## config.mk

```make
export PLATFORM = sky130hd
export DESIGN_NAME = adc_sar_sequencer
export DESIGN_NICKNAME = d
export VERILOG_FILES = /design/src/rtl/adc_sar_sequencer.sv
export SDC_FILE = /design/constraint.sdc
export NUM_CORES = 1
export LEC_CHECK = 0
export ABC_CLOCK_PERIOD_IN_PS = 2300
export CORE_MARGIN = 2
export CORE_UTILIZATION = 45
export DETAILED_ROUTE_END_ITERATION = 8
export PLACE_DENSITY = 0.91
export SLEW_MARGIN = 25
export SYNTH_ARGS = -nofsm -noshare
export SYNTH_HDL_FRONTEND = slang
export SYNTH_SLANG_ARGS = --single-unit
```

## constraint.sdc

```tcl
create_clock -name clk -period 2.3 [get_ports clk]
set_input_delay 0.46 -clock clk [delete_from_list [all_inputs] [get_ports clk]]
set_output_delay 0.46 -clock clk [all_outputs]
set_load 0.1 [all_outputs]
```

## src/rtl/adc_sar_sequencer.sv

```systemverilog
// adc_sar_sequencer: sample/convert sequencer for the 10-bit SAR ADC logic.
// Drives the registered sample strobe for max(samp_len,1) cycles, waits for
// the SAR end-of-conversion pulse, captures the code and offers it over a
// valid/ready handshake. Single-shot and continuous modes.
// Optional feature macro: ADC_SEQ_TIMEOUT_EN (conversion timeout watchdog).
module adc_sar_sequencer #(
    parameter int unsigned DATA_W         = 10,
    parameter int unsigned TIMEOUT_CYCLES = 15
) (
    input  logic              clk,
    input  logic              rst_n,
    input  logic              start,
    input  logic              continuous,
    input  logic [3:0]        samp_len,
    input  logic              ovr_clr,
    output logic              busy,
    output logic              adc_samp,
    input  logic              adc_eoc,
    input  logic [DATA_W-1:0] adc_b,
    output logic [DATA_W-1:0] data,
    output logic              data_valid,
    input  logic              data_ready,
    output logic              overrun,
    output logic              timeout
);

    // The watchdog must not fire before a normal conversion can complete.
    if (TIMEOUT_CYCLES < 12) begin : g_bad_timeout
        $error("TIMEOUT_CYCLES must be at least 12");
    end

    typedef enum logic [1:0] {StIdle, StSample, StConvert} state_e;

    state_e            state_q, state_d;
    logic [3:0]        cnt_q, cnt_d;
    logic              samp_q, samp_d;
    logic [DATA_W-1:0] data_q, data_d;
    logic              valid_q, valid_d;
    logic              ovr_q, ovr_d;
    logic [3:0]        samp_len_eff;
    logic              eoc_take;
    logic              tmo_hit;

    assign samp_len_eff = (samp_len == 4'd0) ? 4'd1 : samp_len;
    // eoc is only meaningful while a conversion is in flight.
    assign eoc_take     = (state_q == StConvert) && adc_eoc;

`ifdef ADC_SEQ_TIMEOUT_EN
    localparam int unsigned TmoW = $clog2(TIMEOUT_CYCLES + 1);

    logic [TmoW-1:0] tmo_cnt_q, tmo_cnt_d;
    logic            timeout_q;

    assign tmo_hit   = (state_q == StConvert) && !adc_eoc &&
                       (tmo_cnt_q == TmoW'(TIMEOUT_CYCLES - 1));
    assign tmo_cnt_d = (state_q == StConvert) ? tmo_cnt_q + 1'b1 : '0;
    assign timeout   = timeout_q;

    // Watchdog counter and one-cycle timeout pulse.
    always_ff @(posedge clk or negedge rst_n) begin
        if (!rst_n) begin
            tmo_cnt_q <= '0;
            timeout_q <= 1'b0;
        end else begin
            tmo_cnt_q <= tmo_cnt_d;
            timeout_q <= tmo_hit;
        end
    end
`else
    assign tmo_hit = 1'b0;
    assign timeout = 1'b0;
`endif

    // Next-state and sample-counter logic.
    always_comb begin
        state_d = state_q;
        cnt_d   = cnt_q;
        unique case (state_q)
            StIdle: begin
                if (start || continuous) begin
                    state_d = StSample;
                    cnt_d   = samp_len_eff;
                end
            end
            StSample: begin
                if (cnt_q == 4'd1) begin
                    state_d = StConvert;
                    cnt_d   = 4'd0;
                end else begin
                    cnt_d = cnt_q - 4'd1;
                end
            end
            StConvert: begin
                if (adc_eoc) begin
                    if (continuous) begin
                        state_d = StSample;
                        cnt_d   = samp_len_eff;
                    end else begin
                        state_d = StIdle;
                    end
                end else if (tmo_hit) begin
                    state_d = StIdle;
                end
            end
            default: begin
                state_d = StIdle;
                cnt_d   = 4'd0;
            end
        endcase
    end

    // Capture, handshake and sticky overrun; a new overrun beats ovr_clr.
    always_comb begin
        data_d  = data_q;
        valid_d = valid_q;
        ovr_d   = ovr_q;
        samp_d  = (state_d == StSample);
        if (ovr_clr) begin
            ovr_d = 1'b0;
        end
        if (eoc_take) begin
            if (!valid_q || data_ready) begin
                data_d  = adc_b;
                valid_d = 1'b1;
            end else begin
                ovr_d = 1'b1;
            end
        end else if (valid_q && data_ready) begin
            valid_d = 1'b0;
        end
    end

    // State and output registers.
    always_ff @(posedge clk or negedge rst_n) begin
        if (!rst_n) begin
            state_q <= StIdle;
            cnt_q   <= 4'd0;
            samp_q  <= 1'b0;
            data_q  <= '0;
            valid_q <= 1'b0;
            ovr_q   <= 1'b0;
        end else begin
            state_q <= state_d;
            cnt_q   <= cnt_d;
            samp_q  <= samp_d;
            data_q  <= data_d;
            valid_q <= valid_d;
            ovr_q   <= ovr_d;
        end
    end

    assign busy       = (state_q != StIdle);
    assign adc_samp   = samp_q;
    assign data       = data_q;
    assign data_valid = valid_q;
    assign overrun    = ovr_q;

endmodule

```

# Word-level counts from Yosys, hierarchy flattened
# Cells that the tools add are included.
[classes] addsub=1 n_eq_ne=8 n_mux=17 n_reduce_logical=12
[ops] op="two-way mux 4 bit" n=5
[ops] op="one-hot mux 4 bit (3 select lines)" n=1
[ops] op="two-way mux 1 bit" n=7
[ops] op="two-way mux 2 bit" n=3
[ops] op="inequality test 2 bit (second input constant)" n=3
[ops] op="one-hot mux 2 bit (3 select lines)" n=1
[ops] op="equality test 2 x 1 -> 1 bit (second input constant)" n=2
[ops] op="equality test 4 x 1 -> 1 bit (second input constant)" n=1
[ops] op="logical NOT 4 bit" n=1
[ops] op="AND reduction 2 bit" n=2
[ops] op="nonzero test 2 bit" n=2
[ops] op="subtractor 4 x 1 -> 4 bit (second input constant)" n=1
[ops] op="AND reduction 3 bit" n=1
[ops] op="equality test 2 bit (second input constant)" n=1
[ops] op="logical AND 1 bit" n=2
[ops] op="logical NOT 2 bit" n=1
[ops] op="logical OR 1 bit" n=2
[ops] op="inequality test 2 x 1 -> 1 bit (second input constant)" n=1
[ops] op="logical NOT 1 bit" n=1
[word_totals] reg_bits=19 wordCells=44

# Logic depth before layout (Yosys ltp)
# Gate-level depths: netlist of run 1.
[depth] word_depth=5 mapped_depth=6

# Worst setup path before layout of run 1
# Ideal clock, no wire load.
[synth_path] path_kind="flip-flop to flip-flop" startpoint="reg valid_q (netlist: data_valid)" endpoint="reg data_q[0] (netlist: data[0])" setup_time_ps=128 arrival_ps=1711 slack_ps=461 path_stages_with_launch=5 period_less_slack_ps=1839 cell_sequence="dfrtp_1 -> nand2b_1 -> nor2b_1 -> buf_2 -> mux2_1"
[synth_between] elab_chain_len=3
[synth_rtl] element="start, declared" line="38" rtl="logic valid_q, valid_d;"
[synth_rtl] element="start signal, assigned" line="147" rtl="valid_q <= valid_d;"
[synth_rtl] element="logical NOT 1 bit" line="122" rtl="if (!valid_q || data_ready) begin"
[synth_rtl] element="logical OR 1 bit" line="122"
[synth_rtl] element="AND reduction 2 bit (no source line)"
[synth_rtl] element="end signal, assigned" line="146" rtl="data_q <= data_d;"
[synth_rtl] element="end, declared" line="37" rtl="logic [DATA_W-1:0] data_q, data_d;"
# No other way between the ends.
# A chain may end at the register's enable or synchronous reset.

# Worst setup path after layout of run 1
[layout_path] startpoint="reg state_q[0]" endpoint="out busy"
[layout_between] elab_chain_len=1
[layout_rtl] element="start, declared" line="34" rtl="state_e state_q, state_d;"
[layout_rtl] element="start signal, assigned" line="136" rtl="state_q <= StIdle;"
[layout_rtl] element="start signal, assigned" line="143" rtl="state_q <= state_d;"
[layout_rtl] element="nonzero test 2 bit" line="152" rtl="assign busy = (state_q != StIdle);"
[layout_rtl] element="end, declared" line="16" rtl="output logic busy,"
# No other way between the ends.

==> results of run 1 <==
==> layout make-up <==
cell class,count,area [µm²]
Tap cell,27,33.8
Clock buffer,4,26.3
Inverter,8,30.0
Timing Repair Buffer,36,333
Sequential cell,19,475
Fill cell,149,652
Multi-Input combinational cell,52,392
==> Yosys cell counts (all sizes together) (2+ instances only) <==
| master | count |
|---|---|
| o22ai | 3 |
| nor2b | 2 |
| buf | 4 |
| nor3b | 2 |
| nor3 | 3 |
| ha | 2 |
| nor2 | 5 |
| inv | 8 |
| o21ai | 6 |
| o2bb2ai | 2 |
| nand2 | 2 |
| a21oi | 3 |
| nand2b | 3 |
| mux2 | 10 |
| dfrtp | 19 |
==> routing by layer <==
layer | vias to the layer above | global-route usage | wire length [µm] | part of all wire
met1 | 363 | 0.217 | 800 | 0.42
met5 | - | 0 | 0 | 0
li1 | 357 | - | - | -
met2 | 37 | 0.297 | 892 | 0.47
met3 | 2 | 0.0552 | 177 | 0.094
met4 | 0 | 0.0429 | 17 | 0.0090
==> how the worst max path moves through the flow <==
stage,end,slack [ps]
after CTS,busy,480
final,busy,500
after detailed placement,data[8]$_DFFE_PN0P_,370
after global routing,busy,390
after global placement,data[4]$_DFFE_PN0P_,410
after floorplan,data[0]$_DFFE_PN0P_,460
==> flip-flops by register name, indices dropped and copies added (netlist names) <==
signal      cells
adc_samp        1
cnt_q           4
data           10
data_valid      1
overrun         1
state_q         2
==> through the flow <==
step           cell area, µm²  hold slack [ps]
6_report                 1290              493
5_1_grt                  1290              508
4_1_cts                  1290              500
3_5_place_dp             1260              478
3_3_place_gp             1260              469
2_1_floorplan             926              164
==> cells by family (layout without fill, tap and decap cells) <==
family | Yosys count | count (layout) | synth area share
other | 1 | 1 | 0.00405
AO/OA/AOI/OAI | 18 | 18 | 0.134
flip-flops | 19 | 19 | 0.514
buffers and inverters | 12 | 48 | 0.0635
multiplexers | 10 | 10 | 0.122
AND/OR/NAND/NOR | 21 | 21 | 0.136
adder cells (fa/ha/maj) | 2 | 2 | 0.0270
==> results by group, run 1 <==
Placed design
  – Pre-CTS setup slack: 368 ps
  – IO Port Bufs: 34
  – DP Wirelength: 1500 µm
  – GP Congestion: 0.824
  – Cells after DPL: 142

Setup path
  – Reg2reg path depth: 4
  – Setup crit end kind: output port
  – CP Launch Type: flop
  – CP arrival: 1340 ps
  – Crit path kind: reg -> out
  – FF-to-FF Start: state_q[0]$_DFF_PN0_
  – CP max FO: 13
  – Critical path's largest stage delay: 610 ps
  – Cells along the critical path: nor2_1, inv_1, buf_12
  – CP bufs+invs: 2
  – CP startpoint: state_q[0]$_DFF_PN0_
  – Crit path required time: 1840 ps
  – Reg-to-reg endpoint: data[0]$_DFFE_PN0P_
  – Crit path depth: 3
  – CP max stage cell: dfrtp_1
  – R2R Setup Slk: 620 ps
  – Top Family by Delay on Critical Path: flip-flops

STA
  – # setup viols final: 0
  – Final WS setup: 500 ps
  – Hold Violations, Final: 0
  – Peak Freq: 0.555 GHz
  – Min cycle time layout: 1800 ps
  – Clock Skews: 4.51 ps
  – RSZ-0062 raised after global routing: no
  – Post-Route Setup TNS: 0 ps
  – Fin crit share: 0.783
  – Slew Viols, Final: 0

Logic synthesis
  – Syn Nets: 106
  – Synth warn: 0
  – Register area share after synthesis: 0.514
  – Synthesized instance count: 83
  – EDFF count, synth: 0
  – Synth Area per Inst: 11.2 µm²
  – Ys flop type: dfrtp_1
  – Synth top area share: 0.514
  – Leading area contributor after synthesis: dfrtp_1
  – Post-Syn Area: 926 µm²
  – Top cells by area, synth: dfrtp_1, mux2_1, inv_1
  – Unique masters post-synth: 30
  – Synth Register Bits: 19
  – Ys async rst share: 1.00

Detailed routing
  – Final WL: 1890 µm
  – Via-per-instance ratio: 5.20
  – Wire per inst: 12.9 µm
  – Drt drc: 0
  – 1st-iter DRT viols: 7
  – DR vias: 759
  – First drt pass iteration count: 4
  – Post-DRT Antenna Nets: 0

Clock network
  – Worst-skew pair later-pin latency: 290 ps
  – Clock buffer depth: 2
  – H-tree depth: 1
  – CTS buffer count: 3
  – CTS Sinks: 19
  – CTS tree: done
  – Post-CTS setup buffers: 0
  – Clock slew at the register clock pins of the worst setup and hold paths: 100 ps
  – CTS Root Cell: clkbuf_4
  – # resized after CTS: 0
  – Hold_buf cts: 0

Status
  – Status: finished, final reports clean

Final layout
  – Layout Cells excl Fill: 146
  – Post-Route Utilization: 0.664
  – Ratio of cells with drive above 1 in the final layout: 0.193
  – Nets@finish: 143
  – Area Overhead vs Synth: 39.3%
  – Most common cell after layout, fill and taps aside: clkdlybuf4s50_1
  – Commonest cells after routing, fill and taps aside: clkdlybuf4s50_1, dfrtp_1, buf_4, mux2_1, inv_1
  – ANT cells: 0

Global routing
  – Initial antenna violation count: 0
  – Vias in the first global route: 751
  – GRT overflow: 0
  – Largest net degree at the start of global routing: 20
  – GRT Total Usage: 0.176
  – First-pass GRT wire length: 3300 µm

Die
  – Initial Utilization: 0.477
  – # rows: 16
  – Full die area: 2440 µm²
  – Core footprint: 1940 µm²
  – Die Span X: 49.4 µm
  – Height of the chip: 49.4 µm
  – Number of I/O pins: 36

Hold path
  – Hold WC Path Type: in -> async

Run
  – # Max-Cap Violations: 0
Power of run 1 is left out: the tool's default activity adds up to more than one toggle a clock period on the data nets, which glitch-free logic cannot reach.
==> run 2: changes to the inputs <==
--- a/config.mk
+++ b/config.mk
@@ -5,11 +5,11 @@
 export SDC_FILE = /design/constraint.sdc
 export NUM_CORES = 1
 export LEC_CHECK = 0
-export ABC_CLOCK_PERIOD_IN_PS = 2300
+export ABC_CLOCK_PERIOD_IN_PS = 1800
 export CORE_MARGIN = 2
-export CORE_UTILIZATION = 45
+export CORE_UTILIZATION = 42
 export DETAILED_ROUTE_END_ITERATION = 8
-export PLACE_DENSITY = 0.91
+export PLACE_DENSITY = 0.86
 export SLEW_MARGIN = 25
 export SYNTH_ARGS = -nofsm -noshare
 export SYNTH_HDL_FRONTEND = slang
==> constraint.sdc (replaced) <==
create_clock -name clk -period 1.8 [get_ports clk]
set_input_delay 0.36 -clock clk [delete_from_list [all_inputs] [get_ports clk]]
set_output_delay 0.36 -clock clk [all_outputs]
set_load 0.1 [all_outputs]
==> run 2 against run 1 <==
  * Critical path depth grew 1
  * Global-route usage rose by 0.46 points
  * Non-clock buffer count is 2 higher
  * Utilization grew 6.2 points
  * Register-to-register slack worse by 380 ps
  * First-iteration DRC count up 43%
  * Via count up 1.4%
  * Final area is 14% higher
  * Flip-flop and latch count is the same
  * Worst hold slack got worse by 90 ps
  * Routed wire length grew 8.9%
  * Sequential share of layout area down 4.4 points
  * Largest cell class is now buffers
  * Highest routed layer unchanged
==> results by group, run 2 (synthesized netlist as in run 1, its figures left out) <==
Clock network
  – # resized after CTS: 0 (unchanged)
  – Post-CTS setup buffers: 0 (unchanged)
  – Clock buffer depth: 2 (unchanged)
  – CTS buffer count: 3 (unchanged)
  – Hold_buf cts: 0 (unchanged)
  – H-tree depth: 1 (unchanged)
  – Clock slew at the register clock pins of the worst setup and hold paths: 100 ps (about the same)
  – CTS Sinks: 19 (unchanged)
  – CTS tree: done
  – CTS Root Cell: clkbuf_4
  – Worst-skew pair later-pin latency: 280 ps (about the same)

Run
  – # Max-Cap Violations: 0 (unchanged)

Setup path
  – Crit path required time: 1440 ps (-400 ps)
  – Setup crit end kind: output port
  – CP max FO: 12 (-1)
  – CP Launch Type: flop
  – Crit path kind: reg -> out
  – CP arrival: 1280 ps (-60 ps)
  – Cells along the critical path: buf_4, nor2_1, inv_1, buf_12
  – R2R Setup Slk: 240 ps (-380 ps)
  – Critical path's largest stage delay: 380 ps (-230 ps)
  – CP max stage cell: dfrtp_1

Final layout
  – Max reg flops: 10 (unchanged)
  – Nets@finish: 145 (+1.4%)
  – ANT cells: 0 (unchanged)
  – Area Overhead vs Synth: 58.6%
  – Ratio of cells with drive above 1 in the final layout: 0.215 (+0.0216)
  – Most common cell after layout, fill and taps aside: clkdlybuf4s50_1
  – Commonest cells after routing, fill and taps aside: clkdlybuf4s50_1, dfrtp_1, buf_12, mux2_1, inv_1

Global routing
  – GRT overflow: 0 (unchanged)
  – Initial antenna violation count: 0 (unchanged)
  – Largest net degree at the start of global routing: 20 (unchanged)
  – Vias in the first global route: 818 (+8.9%)
  – First-pass GRT wire length: 3550 µm (+7.7%)
  – GRT Total Usage: 0.180 (+0.00462)

Die
  – # rows: 16 (unchanged)
  – Die Span X: 51.0 µm (+3.2%)
  – Core footprint: 2020 µm² (+4.1%)
  – Number of I/O pins: 36 (unchanged)
  – Full die area: 2600 µm² (+6.5%)
  – Initial Utilization: 0.458 (-0.0189)
  – Height of the chip: 51.0 µm (+3.2%)

Detailed routing
  – First drt pass iteration count: 4 (unchanged)
  – 1st-iter DRT viols: 10 (+3)
  – Post-DRT Antenna Nets: 0 (unchanged)
  – Final WL: 2050 µm (+8.9%)
  – DR vias: 770 (+1.4%)
  – Drt drc: 0 (unchanged)
  – Wire per inst: 13.9 µm (+7.4%)
  – Via-per-instance ratio: 5.20 (about the same)

Hold path
  – Hold WC Path Type: in -> async

STA
  – Clock Skews: 5.24 ps (+0.726 ps)
  – RSZ-0062 raised after global routing: no
  – # setup viols final: 0 (unchanged)
  – Hold Violations, Final: 0 (unchanged)
  – Peak Freq: 0.610 GHz
  – Post-Route Setup TNS: 0 ps (unchanged)
  – Slew Viols, Final: 0 (unchanged)
  – Min cycle time layout: 1640 ps
  – Fin crit share: 0.911

Placed design
  – DP Wirelength: 1670 µm (+11%)
  – IO Port Bufs: 34 (unchanged)
  – GP Congestion: 0.794 (-3.7%)

Status
  – Status: finished, final reports clean
run 2: cell types whose count changed in the layout (fill, tap and decap cells not counted), sizes merged:
cell and change:
buf +2
run 2: final timing paths:
path | start | endpoint | depth (start not counted)
max reg2reg | cnt_q[0]$_DFFE_PN0P_ | cnt_q[2]$_DFFE_PN0P_ | 5
max | state_q[0]$_DFF_PN0_ | busy | 4
min | rst_n | adc_samp$_DFF_PN0_ | 2
min reg2reg | cnt_q[3]$_DFFE_PN0P_ | cnt_q[3]$_DFFE_PN0P_ | 1
min in group clk | cnt_q[3]$_DFFE_PN0P_ | cnt_q[3]$_DFFE_PN0P_ | 1
max in group asynchronous | rst_n | data_valid$_DFFE_PN0P_ | 2
run 2: layer usage:
layer,routed length [µm],vias up,track usage
met3,195,6,0.0468
met2,968,42,0.290
met5,0,-,0
met1,845,361,0.229
met4,44,0,0.0766
li1,-,361,-
run 2: cell type report:
type / instances / area (µm²)
Sequential cell: 19 / 477
Multi-Input combinational cell: 52 / 392
Fill cell: 145 / 553
Inverter: 8 / 30.0
Clock buffer: 4 / 26.3
Timing Repair Buffer: 38 / 510
Tap cell: 27 / 33.8
run 2: stage by stage:
step / hold WS (ps) / setup slack (ps) / instances / instance area, µm² / utilization
final: 403 / 160 / 148 / 1470 / 0.726
after global routing: 433 / 61.7 / 148 / 1470 / 0.726
after CTS: 412 / 157 / 148 / 1470 / 0.726
after detailed placement: 532 / 20.9 / 144 / 1440 / 0.713
after global placement: 518 / 61.0 / 144 / 1440 / 0.713
after floorplan: 64.4 / 119 / 83 / 927 / -
run 2: critical path, delay by kind of cell (launching register included):
| family | cells | cell delay (ps) |
|---|---|---|
| simple gates | 1 | 160 |
| flops | 1 | 380 |
| buf+inv | 3 | 450 |
Power of run 2 is left out for the same reason.
==> run 3: changes to the inputs <==
--- a/config.mk
+++ b/config.mk
@@ -5,10 +5,11 @@
 export SDC_FILE = /design/constraint.sdc
 export NUM_CORES = 1
 export LEC_CHECK = 0
-export ABC_CLOCK_PERIOD_IN_PS = 1800
+export ABC_CLOCK_PERIOD_IN_PS = 1740
 export CORE_MARGIN = 2
 export CORE_UTILIZATION = 42
 export DETAILED_ROUTE_END_ITERATION = 8
+export MAX_ROUTING_LAYER = met4
 export PLACE_DENSITY = 0.86
 export SLEW_MARGIN = 25
 export SYNTH_ARGS = -nofsm -noshare
==> constraint.sdc (replaced) <==
create_clock -name clk -period 1.74 [get_ports clk]
set_input_delay 0.348 -clock clk [delete_from_list [all_inputs] [get_ports clk]]
set_output_delay 0.348 -clock clk [all_outputs]
set_load 0.1 [all_outputs]
==> run 3 against run 2 <==
  * Register-to-register slack lost 40 ps
  * Die area did not move
  * Worst hold slack lost 27 ps
  * Sequential share of layout area shrank 0.33 points
  * Final cell count grew 1.4%
  * First-iteration DRC count decreased by 80%
  * Final area is 1.0% higher
  * Utilization increased by 0.74 points
  * Worst setup slack worse by 51 ps
  * Flip-flop and latch count is the same
  * Global-route usage up 2.2 points
  * Critical path type unchanged
  * Critical endpoint unchanged
  * Largest cell class unchanged
  * Highest routed layer unchanged
==> results by group, run 3 (synthesized netlist as in run 1, its figures left out) <==
Final layout
  – Ratio of cells with drive above 1 in the final layout: 0.228 (+0.0128)
  – Commonest cells after routing, fill and taps aside: clkdlybuf4s50_1, dfrtp_1, buf_12, mux2_1, inv_1
  – Number of fill cells: 143 (-1.4%)
  – ANT cells: 0 (unchanged)
  – Post-route cell area: 1480 µm² (+1.0%)
  – Storage element area: 477 µm² (unchanged)
  – Multi-input logic area: 392 µm² (unchanged)
  – Max reg flops: 10 (unchanged)
  – Nets@finish: 147 (+1.4%)
  – Most common cell after layout, fill and taps aside: clkdlybuf4s50_1
  – Area Overhead vs Synth: 60.3%
  – Post-Route Utilization: 0.734 (+0.00743)

STA
  – Min cycle time layout: 1630 ps
  – Slew Viols, Final: 0 (unchanged)
  – Hold Violations, Final: 0 (unchanged)
  – # setup viols final: 0 (unchanged)
  – Final WS setup: 109 ps (-51.2 ps)
  – Fin crit share: 0.937
  – RSZ-0062 raised after global routing: no
  – Clock Skews: 3.17 ps (-2.07 ps)
  – Peak Freq: 0.613 GHz
  – Post-Route Setup TNS: 0 ps (unchanged)

Placed design
  – IO Port Bufs: 34 (unchanged)
  – Pre-CTS setup slack: -5.26 ps (-26.1 ps)
  – GP Congestion: 0.817 (+2.9%)
  – DP Area: 1460 µm² (+1.0%)
  – DP Wirelength: 1670 µm (+0.31%)

Die
  – Core footprint: 2020 µm² (unchanged)
  – Number of I/O pins: 36 (unchanged)
  – # rows: 16 (unchanged)
  – Full die area: 2600 µm² (unchanged)
  – Initial Utilization: 0.458 (unchanged)
  – Height of the chip: 51.0 µm (unchanged)
  – Die Span X: 51.0 µm (unchanged)

Detailed routing
  – Drt drc: 0 (unchanged)
  – First drt pass iteration count: 4 (unchanged)
  – 1st-iter DRT viols: 2 (-8)
  – Final WL: 2150 µm (+4.7%)
  – Via-per-instance ratio: 5.10 (-2.0%)
  – Post-DRT Antenna Nets: 0 (unchanged)
  – Wire per inst: 14.3 µm (+3.3%)
  – DR vias: 765 (-0.65%)

Setup path
  – CP arrival: 1280 ps (about the same)
  – Crit path kind: reg -> out
  – CP max stage cell: dfrtp_1
  – Critical path's largest stage delay: 390 ps (about the same)
  – CP max FO: 12 (unchanged)
  – Crit path required time: 1390 ps (-50 ps)
  – CP Launch Type: flop
  – Setup crit end kind: output port
  – Cells along the critical path: buf_4, nor2_1, inv_1, buf_12

Hold path
  – Hold WC Path Type: in -> async

Status
  – Status: finished, final reports clean

Clock network
  – CTS Sinks: 19 (unchanged)
  – CTS Root Cell: clkbuf_4
  – Hold_buf cts: 0 (unchanged)
  – Clock buffer depth: 2 (unchanged)
  – # resized after CTS: 0 (unchanged)
  – Post-CTS setup buffers: 0 (unchanged)
  – Clock slew at the register clock pins of the worst setup and hold paths: 100 ps (about the same)
  – CTS tree: done
  – H-tree depth: 1 (unchanged)
  – Worst-skew pair later-pin latency: 290 ps (about the same)
  – CTS buffer count: 3 (unchanged)

Global routing
  – GRT overflow: 0 (unchanged)
  – First-pass GRT wire length: 3720 µm (+4.7%)
  – Vias in the first global route: 761 (-7.0%)
  – Largest net degree at the start of global routing: 20 (unchanged)
  – Initial antenna violation count: 0 (unchanged)
  – GRT Total Usage: 0.203 (+0.0225)

Run
  – # Max-Cap Violations: 0 (unchanged)
==> run 3: changes by cell type in the layout (fill, tap and decap cells not counted), sizes merged <==
cell and change:
buf +2
==> run 3: critical path: cells and delay by family (launching register included) <==
kind	cells	cell delay (ps)
flops	1	390
buf+inv	3	450
simple gates	1	150
==> run 3: layout make-up <==
type                       instances  share of cell area
clock buffer                       4              0.0177
inverter                           8              0.0202
multi-input combinational         52               0.264
sequential                        19               0.321
tap                               27              0.0228
timing repair buffer              40               0.354
==> run 3: worst paths after layout <==
check	from	end	slack (ps)	cells past startpoint
max	state_q[0]$_DFF_PN0_	busy	110	4
min	rst_n	overrun$_DFF_PN0_	380	2
max reg2reg	cnt_q[0]$_DFFE_PN0P_	cnt_q[2]$_DFFE_PN0P_	200	5
min reg2reg	cnt_q[3]$_DFFE_PN0P_	cnt_q[3]$_DFFE_PN0P_	550	1
max in group asynchronous	rst_n	data_valid$_DFFE_PN0P_	1150	2
min in group clk	cnt_q[3]$_DFFE_PN0P_	cnt_q[3]$_DFFE_PN0P_	550	1
==> run 3: through the flow <==
| stage | instances | hold WS [ps] |
|---|---|---|
| 2_1_floorplan | 83 | 52.4 |
| 3_3_place_gp | 146 | 517 |
| 3_5_place_dp | 146 | 532 |
| 4_1_cts | 150 | 376 |
| 5_1_grt | 150 | 382 |
| 6_report | 150 | 376 |
==> run 3: metal layers <==
metal / wire, µm / vias to the layer above / share of wire / GRT usage
met1: 932 / 360 / 0.43 / 0.247
met4: 17 / 0 / 0.0079 / 0.0811
met5: 0 / - / 0 / -
li1: - / 367 / - / -
met2: 1030 / 36 / 0.48 / 0.325
met3: 171 / 2 / 0.080 / 0.0497
Power of run 3 is left out for the same reason.
